### src/rtl/alu_share_arbiter.sv
// alu_share_arbiter
// Time-shares one combinational 32-bit ALU between two requesters using
// round-robin arbitration. A winning request's op/operands are latched and
// driven to the ALU for one cycle (EXEC). The ALU outputs are then captured
// and returned with a one-cycle done pulse (DONE).
//
// Ports:
//   clk, reset             rising-edge clock, async active-high reset
//   req0/1, op0/1, a0/1, b0/1   requester inputs (req held until done)
//   alu_result/zero/jr     ALU outputs
//   alu_op/alu_a/alu_b     registered ALU inputs
//   gnt0/1, busy           grant status (gnt one-hot or zero)
//   done0/1                one-cycle completion pulse to the winner
//   result, zero, jr       captured ALU outputs, held until next capture
module alu_share_arbiter #(
    parameter int WIDTH = 32
) (
    input  logic             clk,
    input  logic             reset,
    input  logic             req0,
    input  logic             req1,
    input  logic [3:0]       op0,
    input  logic [3:0]       op1,
    input  logic [WIDTH-1:0] a0,
    input  logic [WIDTH-1:0] b0,
    input  logic [WIDTH-1:0] a1,
    input  logic [WIDTH-1:0] b1,
    input  logic [WIDTH-1:0] alu_result,
    input  logic             alu_zero,
    input  logic             alu_jr,
    output logic [3:0]       alu_op,
    output logic [WIDTH-1:0] alu_a,
    output logic [WIDTH-1:0] alu_b,
    output logic             gnt0,
    output logic             gnt1,
    output logic             busy,
    output logic             done0,
    output logic             done1,
    output logic [WIDTH-1:0] result,
    output logic             zero,
    output logic             jr
);

    // state   | meaning
    // IDLE    | arbitrating; latch winner's op/operands on grant
    // EXEC    | ALU evaluates registered operands; capture at cycle end
    // DONE    | done pulse to winner; gnt held; no arbitration
    localparam logic [1:0] ST_IDLE = 2'd0;
    localparam logic [1:0] ST_EXEC = 2'd1;
    localparam logic [1:0] ST_DONE = 2'd2;

    logic [1:0]       state_q, state_d;
    logic             last_q, last_d;
    logic [3:0]       alu_op_q, alu_op_d;
    logic [WIDTH-1:0] alu_a_q, alu_a_d;
    logic [WIDTH-1:0] alu_b_q, alu_b_d;
    logic             gnt0_q, gnt0_d;
    logic             gnt1_q, gnt1_d;
    logic             done0_q, done0_d;
    logic             done1_q, done1_d;
    logic [WIDTH-1:0] result_q, result_d;
    logic             zero_q, zero_d;
    logic             jr_q, jr_d;
    logic             pick1;

    // Requester 1 wins when it is alone, or when both request and
    // requester 1 was not the last one served (last_q == 0).
    assign pick1 = req1 & (~req0 | ~last_q);

    always_comb begin
        state_d  = state_q;
        last_d   = last_q;
        alu_op_d = alu_op_q;
        alu_a_d  = alu_a_q;
        alu_b_d  = alu_b_q;
        gnt0_d   = gnt0_q;
        gnt1_d   = gnt1_q;
        done0_d  = done0_q;
        done1_d  = done1_q;
        result_d = result_q;
        zero_d   = zero_q;
        jr_d     = jr_q;
        case (state_q)
            ST_IDLE: begin
                if (req0 | req1) begin
                    alu_op_d = pick1 ? op1 : op0;
                    alu_a_d  = pick1 ? a1  : a0;
                    alu_b_d  = pick1 ? b1  : b0;
                    gnt0_d   = ~pick1;
                    gnt1_d   = pick1;
                    last_d   = pick1;
                    state_d  = ST_EXEC;
                end
            end
            ST_EXEC: begin
                result_d = alu_result;
                zero_d   = alu_zero;
                jr_d     = alu_jr;
                done0_d  = gnt0_q;
                done1_d  = gnt1_q;
                state_d  = ST_DONE;
            end
            ST_DONE: begin
                done0_d = 1'b0;
                done1_d = 1'b0;
                gnt0_d  = 1'b0;
                gnt1_d  = 1'b0;
                state_d = ST_IDLE;
            end
            default: begin
                done0_d = 1'b0;
                done1_d = 1'b0;
                gnt0_d  = 1'b0;
                gnt1_d  = 1'b0;
                state_d = ST_IDLE;
            end
        endcase
    end

    always_ff @(posedge clk or posedge reset) begin
        if (reset) begin
            state_q  <= ST_IDLE;
            last_q   <= 1'b1;
            alu_op_q <= '0;
            alu_a_q  <= '0;
            alu_b_q  <= '0;
            gnt0_q   <= 1'b0;
            gnt1_q   <= 1'b0;
            done0_q  <= 1'b0;
            done1_q  <= 1'b0;
            result_q <= '0;
            zero_q   <= 1'b0;
            jr_q     <= 1'b0;
        end else begin
            state_q  <= state_d;
            last_q   <= last_d;
            alu_op_q <= alu_op_d;
            alu_a_q  <= alu_a_d;
            alu_b_q  <= alu_b_d;
            gnt0_q   <= gnt0_d;
            gnt1_q   <= gnt1_d;
            done0_q  <= done0_d;
            done1_q  <= done1_d;
            result_q <= result_d;
            zero_q   <= zero_d;
            jr_q     <= jr_d;
        end
    end

    assign alu_op = alu_op_q;
    assign alu_a  = alu_a_q;
    assign alu_b  = alu_b_q;
    assign gnt0   = gnt0_q;
    assign gnt1   = gnt1_q;
    assign busy   = (state_q != ST_IDLE);
    assign done0  = done0_q;
    assign done1  = done1_q;
    assign result = result_q;
    assign zero   = zero_q;
    assign jr     = jr_q;

endmodule

### config.mk
export PLATFORM = sky130hd
export DESIGN_NAME = alu_share_arbiter
export DESIGN_NICKNAME = d
export VERILOG_FILES = /design/src/rtl/alu_share_arbiter.sv
export SDC_FILE = /design/constraint.sdc
export NUM_CORES = 1
export LEC_CHECK = 0
export ABC_AREA = 1
export CORE_AREA = 2 2 133 161
export DETAILED_ROUTE_END_ITERATION = 10
export DIE_AREA = 0 0 135 163
export HOLD_SLACK_MARGIN = 0.1
export PLACE_DENSITY = 0.61
export SLEW_MARGIN = 5
export SYNTH_ARGS = -nofsm -noshare
export SYNTH_HDL_FRONTEND = slang
export SYNTH_SLANG_ARGS = --single-unit
### constraint.sdc
create_clock -name clk -period 3.2 [get_ports clk]
set_clock_uncertainty 0.05 [all_clocks]
set_input_delay 0.32 -clock clk [delete_from_list [all_inputs] [get_ports clk]]
set_output_delay 0.32 -clock clk [all_outputs]
set_load 0.1 [all_outputs]
## After elaboration in Yosys (flattened, before gate mapping)

Cells that the tools add are included.

- Word-level logic and storage cells: 36
- Memories kept: 0
- Bits in latches: 0
- RAM bits: 0
- Bits of input ports: 174
- Memory bits (read-only): 0
- Output and inout port bits: 107
- Register bits: 109

- Add/subtract/negate cells: 0
- Bitwise logic cells: 7
- Multipliers: 0
- Shift-type cells: 0
- Reductions and logical operators: 4
- Div/mod/pow operators: 0
- Equal/unequal tests: 2
- Order comparisons: 0
- Muxes and demuxes: 11

Operators with widths:

| cell | count |
|---|---|
| 2-to-1 mux 32 bit | 2 |
| case mux 1 bit (2 select lines) | 4 |
| 2-to-1 mux 4 bit | 1 |
| NOT 1 bit | 4 |
| case mux 2 bit (2 select lines) | 1 |
| AND reduction 2 bit | 2 |
| == test 2 x 1 -> 1 bit, second input constant | 1 |
| zero test 2 bit | 1 |
| 2-to-1 mux 1 bit | 2 |
| 2-to-1 mux 2 bit | 1 |
| inequality test 2 bit, second input constant | 1 |
| bitwise OR 1 bit | 2 |
| nonzero test 2 bit | 1 |
| AND 1 bit | 1 |

## Logic depth before layout (Yosys ltp)

- Word-level depth: 6
- Depth in mapped cells: 8
- Mapped depth without buffers: 6

## Worst setup path before layout

Ideal clock, no wire load.

- Path type: reg2reg
- From: reg state_q[0]
- To: reg gnt0_q, in the netlist gnt0
- Cell stages (with the launch flop): 7
- Path buffers: 1
- Arrival: 1313 ps
- Library setup time: 67 ps
- Path slack: 1770 ps
- Clock period less this slack: 1430 ps
- Required time: 3083 ps
- Path through: dfrtp_1 nor2_4 inv_2 nor2_2 buf_2 nand2_1 nand2_1

- Longest elaborated chain between the ends: 3
- Elaborated cells between the ends (all ways): 6
- Those cells by class: eq/ne: 2; mux: 1; bitwise: 1; reduce/logical: 2

Ends and longest elaborated chain:

| element | RTL line | RTL |
|---|---|---|
| start, declared | 52 | `logic [1:0] state_q, state_d;` |
| start signal, assigned | 135 | `state_q <= state_d;` |
| zero test 2 bit or == test 2 x 1 -> 1 bit (tied branches) | 83 | `case (state_q)` |
| inequality test 2 bit (no source line) or NOT 1 bit (tied branches) | n/a |  |
| AND reduction 2 bit (no source line) | n/a |  |
| end signal, assigned | 140 | `gnt0_q <= gnt0_d;` |
| end, declared | 57 | `logic gnt0_q, gnt0_d;` |

Parallel ways exist; a longest one is shown, timed or not.
A chain may end at the register's enable or synchronous reset.

## Worst setup path in the final report

- From: reg gnt0_q, in the netlist gnt0
- To: out gnt0

RTL lines:

| element | RTL line | RTL |
|---|---|---|
| end, declared | 34 | `output logic gnt0,` |

No word-level cell between the ends.

==> results.md <==
* M3 GR Usage at around 3.6%
* Sum Neg Setup Slack at 0 ns
* Number of global-route vias before repair at slightly above 5,000
* WL final at 17.3 mm
* Final Max Slew Viols at 0
* Mean cell area of the mapped netlist at approximately 7.3 um^2
* Met1 Use GR at 17.7%
* Top Ports at approximately 280
* FFs w/ async S/R, synth at between 90% and 100%
* R2r startpoint: last_q
* CP Capture Type: output port
* Post-synth top cells: 460 x nand2_1, 108 x dfrtp_1, 69 x nand3_1, 26 x buf_2, 10 x clkbuf_1
* Number of port buffers at 280
* Grt ovf at 0
* WP buf/inv at 1
* Syn_nets at 862
* Routed len/inst at approximately 14 um
* Share of layout cells above drive strength 1 at around 4.3%
* Crit path DAT at around 1.9 ns
* First-pass GRT wire length at around 27 mm
* Top FF cell, synth: dfrtp_1
* Slew headroom at 30.9%
* R2R cell count at 7
* Initial antenna violation count at 1
* Clock Latency Late Sink at between 0.3 and 0.4 ns
* Clk pin slew, worst setup/hold paths at roughly 0.080 ns
* Family with the most delay on the worst path: buffers and inverters
* Width of the chip at 135 um
* Placer Congestion at 0.755
* Crit-path cells: clkdlybuf4s50_1
* H-tree depth at 3
* Sequential area share after synthesis at ~54%
* Residual DRC at 0
* Post-layout nets at about 1,100
* Core area at slightly above 20,000 um^2
* Area growth from synthesis to layout at 65.8%
* Status: complete, no violations
* Mapped Area at 5050 um^2
* CP required at around 2.8 ns
* Startpoint Class: flip-flop
* Slowest cell on crit path: clkdlybuf4s50_1
* DR vias at 5,222
* Post-synthesis cell type count at 14
* Register-to-register setup slack at roughly 1.4 ns
* Final hold vios at 0
* Post-route ant nets at 0
* Hold Buf Count CTS at 0
* Worst-Margin Slew at 1.03 ns
* GR peak layer: met2
* GRT Total Usage at ~16%
* CTS tree: done
* Crit Path Category: reg -> out
* F_max at 441 MHz
* Die area at approximately 22,000 um^2
* Final period util at a little under three quarters
* Sink Count at roughly 110
* Most common cell in the synthesized netlist: nand2_1
* GRT met2 Usage at between 20% and 30%
* Final setup vio count at 0
* Yosys top cell by area: dfrtp_1
* Min-delay worst type: in -> async
* DRT iter0 DRCs at 233
* Post-synth EDFFs at 0
* Initial Util at roughly a quarter
* Length of the first detailed-routing pass in iterations at 4
* Post-CTS setup buffers at 0
* Max Cap Viol at 0
* Min Clock Period, post-route at about 2.3 ns
* Worst stage delay on the critical path at ~1.2 ns
* Pin count of the biggest net entering global routing at slightly above 90
* Cell Rows at 58
* R2r endpoint: alu_a[10]
* Synth warn at 0
* Clk buf depth at 2
* Mapped Cells at between 600 and 700
* Hpwl dp at ~12 mm
* Top-area cell type share of the netlist area at a little over half
* Resized Gates After CTS at 0
* Synth area leaders: dfrtp_1 53%, nand2_1 34%, nand3_1 6.8%, buf_2 2.6%, clkbuf_1 0.74%
* Clock Tree Root: clkbuf_16
* CTS buffer count at 9
* Fill cells at 2,150
* Number of synthesized register bits at between 100 and 150
* Crit path from: gnt0
* Maximum fanout along the worst path at 3
* Unrepaired setup endpoints after global routing: no
* Chip height at between 150 and 200 um
* Vias per inst at between 4 and 5
registers in the layout, summed over array words and instances (netlist names):
register / count
alu_a: 32
alu_b: 32
result: 32
alu_op: 4
state_q: 2
done0: 1
done1: 1
gnt0: 1
gnt1: 1
jr: 1
last_q: 1
zero: 1
worst register-to-register path, cell delays in order, from the launching register on:
cell     delay (ns)
dfstp_2        0.54
nand2_2        0.05
nand2_2        0.49
buf_12         0.32
nand2_1        0.10
nand2_1        0.06
nand2_1        0.06
nand2_1        0.07
layout make-up:
type / count / area, um^2 / share of cell area, %
inverter: 4 / 18.8 / 0.224
clock inverter: 7 / 78.8 / 0.940
clock buffer: 9 / 225 / 2.69
sequential: 109 / 2730 / 32.6
antenna: 1 / 2.50 / 0.0299
timing repair buffer: 289 / 2880 / 34.3
multi-input combinational: 533 / 2110 / 25.2
tap: 270 / 338 / 4.03
worst max path at each step:
stage / end / cells after the start
global route: gnt0 / 1
CTS: gnt1 / 1
detailed placement: alu_a[10] / 7
finish: gnt0 / 1
global placement: alu_a[10] / 7
floorplan: alu_a[0] / 1
metrics by stage:
stage | worst slack (ns) | area [um^2] | hold WS (ns) | cells | utilization (%)
floorplan | 1.52 | 5060 | 0.380 | 688 | -
global placement | 0.942 | 8080 | 0.411 | 1205 | 39.2
finish | 0.931 | 8380 | 0.259 | 1222 | 40.7
CTS | 0.909 | 8380 | 0.255 | 1221 | 40.7
detailed placement | 0.886 | 8080 | 0.414 | 1205 | 39.2
global route | 0.874 | 8380 | 0.290 | 1222 | 40.7
routing by layer:
metal	vias to the layer above	share of wire, %
met5	-	0
met4	0	3.3
met3	34	6.8
met2	189	50
met1	2375	40
li1	2624	-
cells in the final DEF, fill, tap and decap left out, types with 2 or more instances in the layout:
cell,instances
nor2_4,2
nand2_2,3
buf_4,12
dfrtp_1,108
inv_6,3
nand3_1,69
clkbuf_16,9
inv_2,2
buf_12,2
clkinv_8,2
clkdlybuf4s50_1,274
nand2_1,458
cell families (layout without fill, tap and decap cells):
logic type    Yosys count  count (layout)  share of synthesized area [%]
buf+inv                46             309                           4.43
other cells             0               1                              0
simple gates          533             533                           41.6
flops                 109             109                           54.0
Power is not shown: default switching activity piles up to over one toggle a cycle in this logic, so the estimate is an artifact.
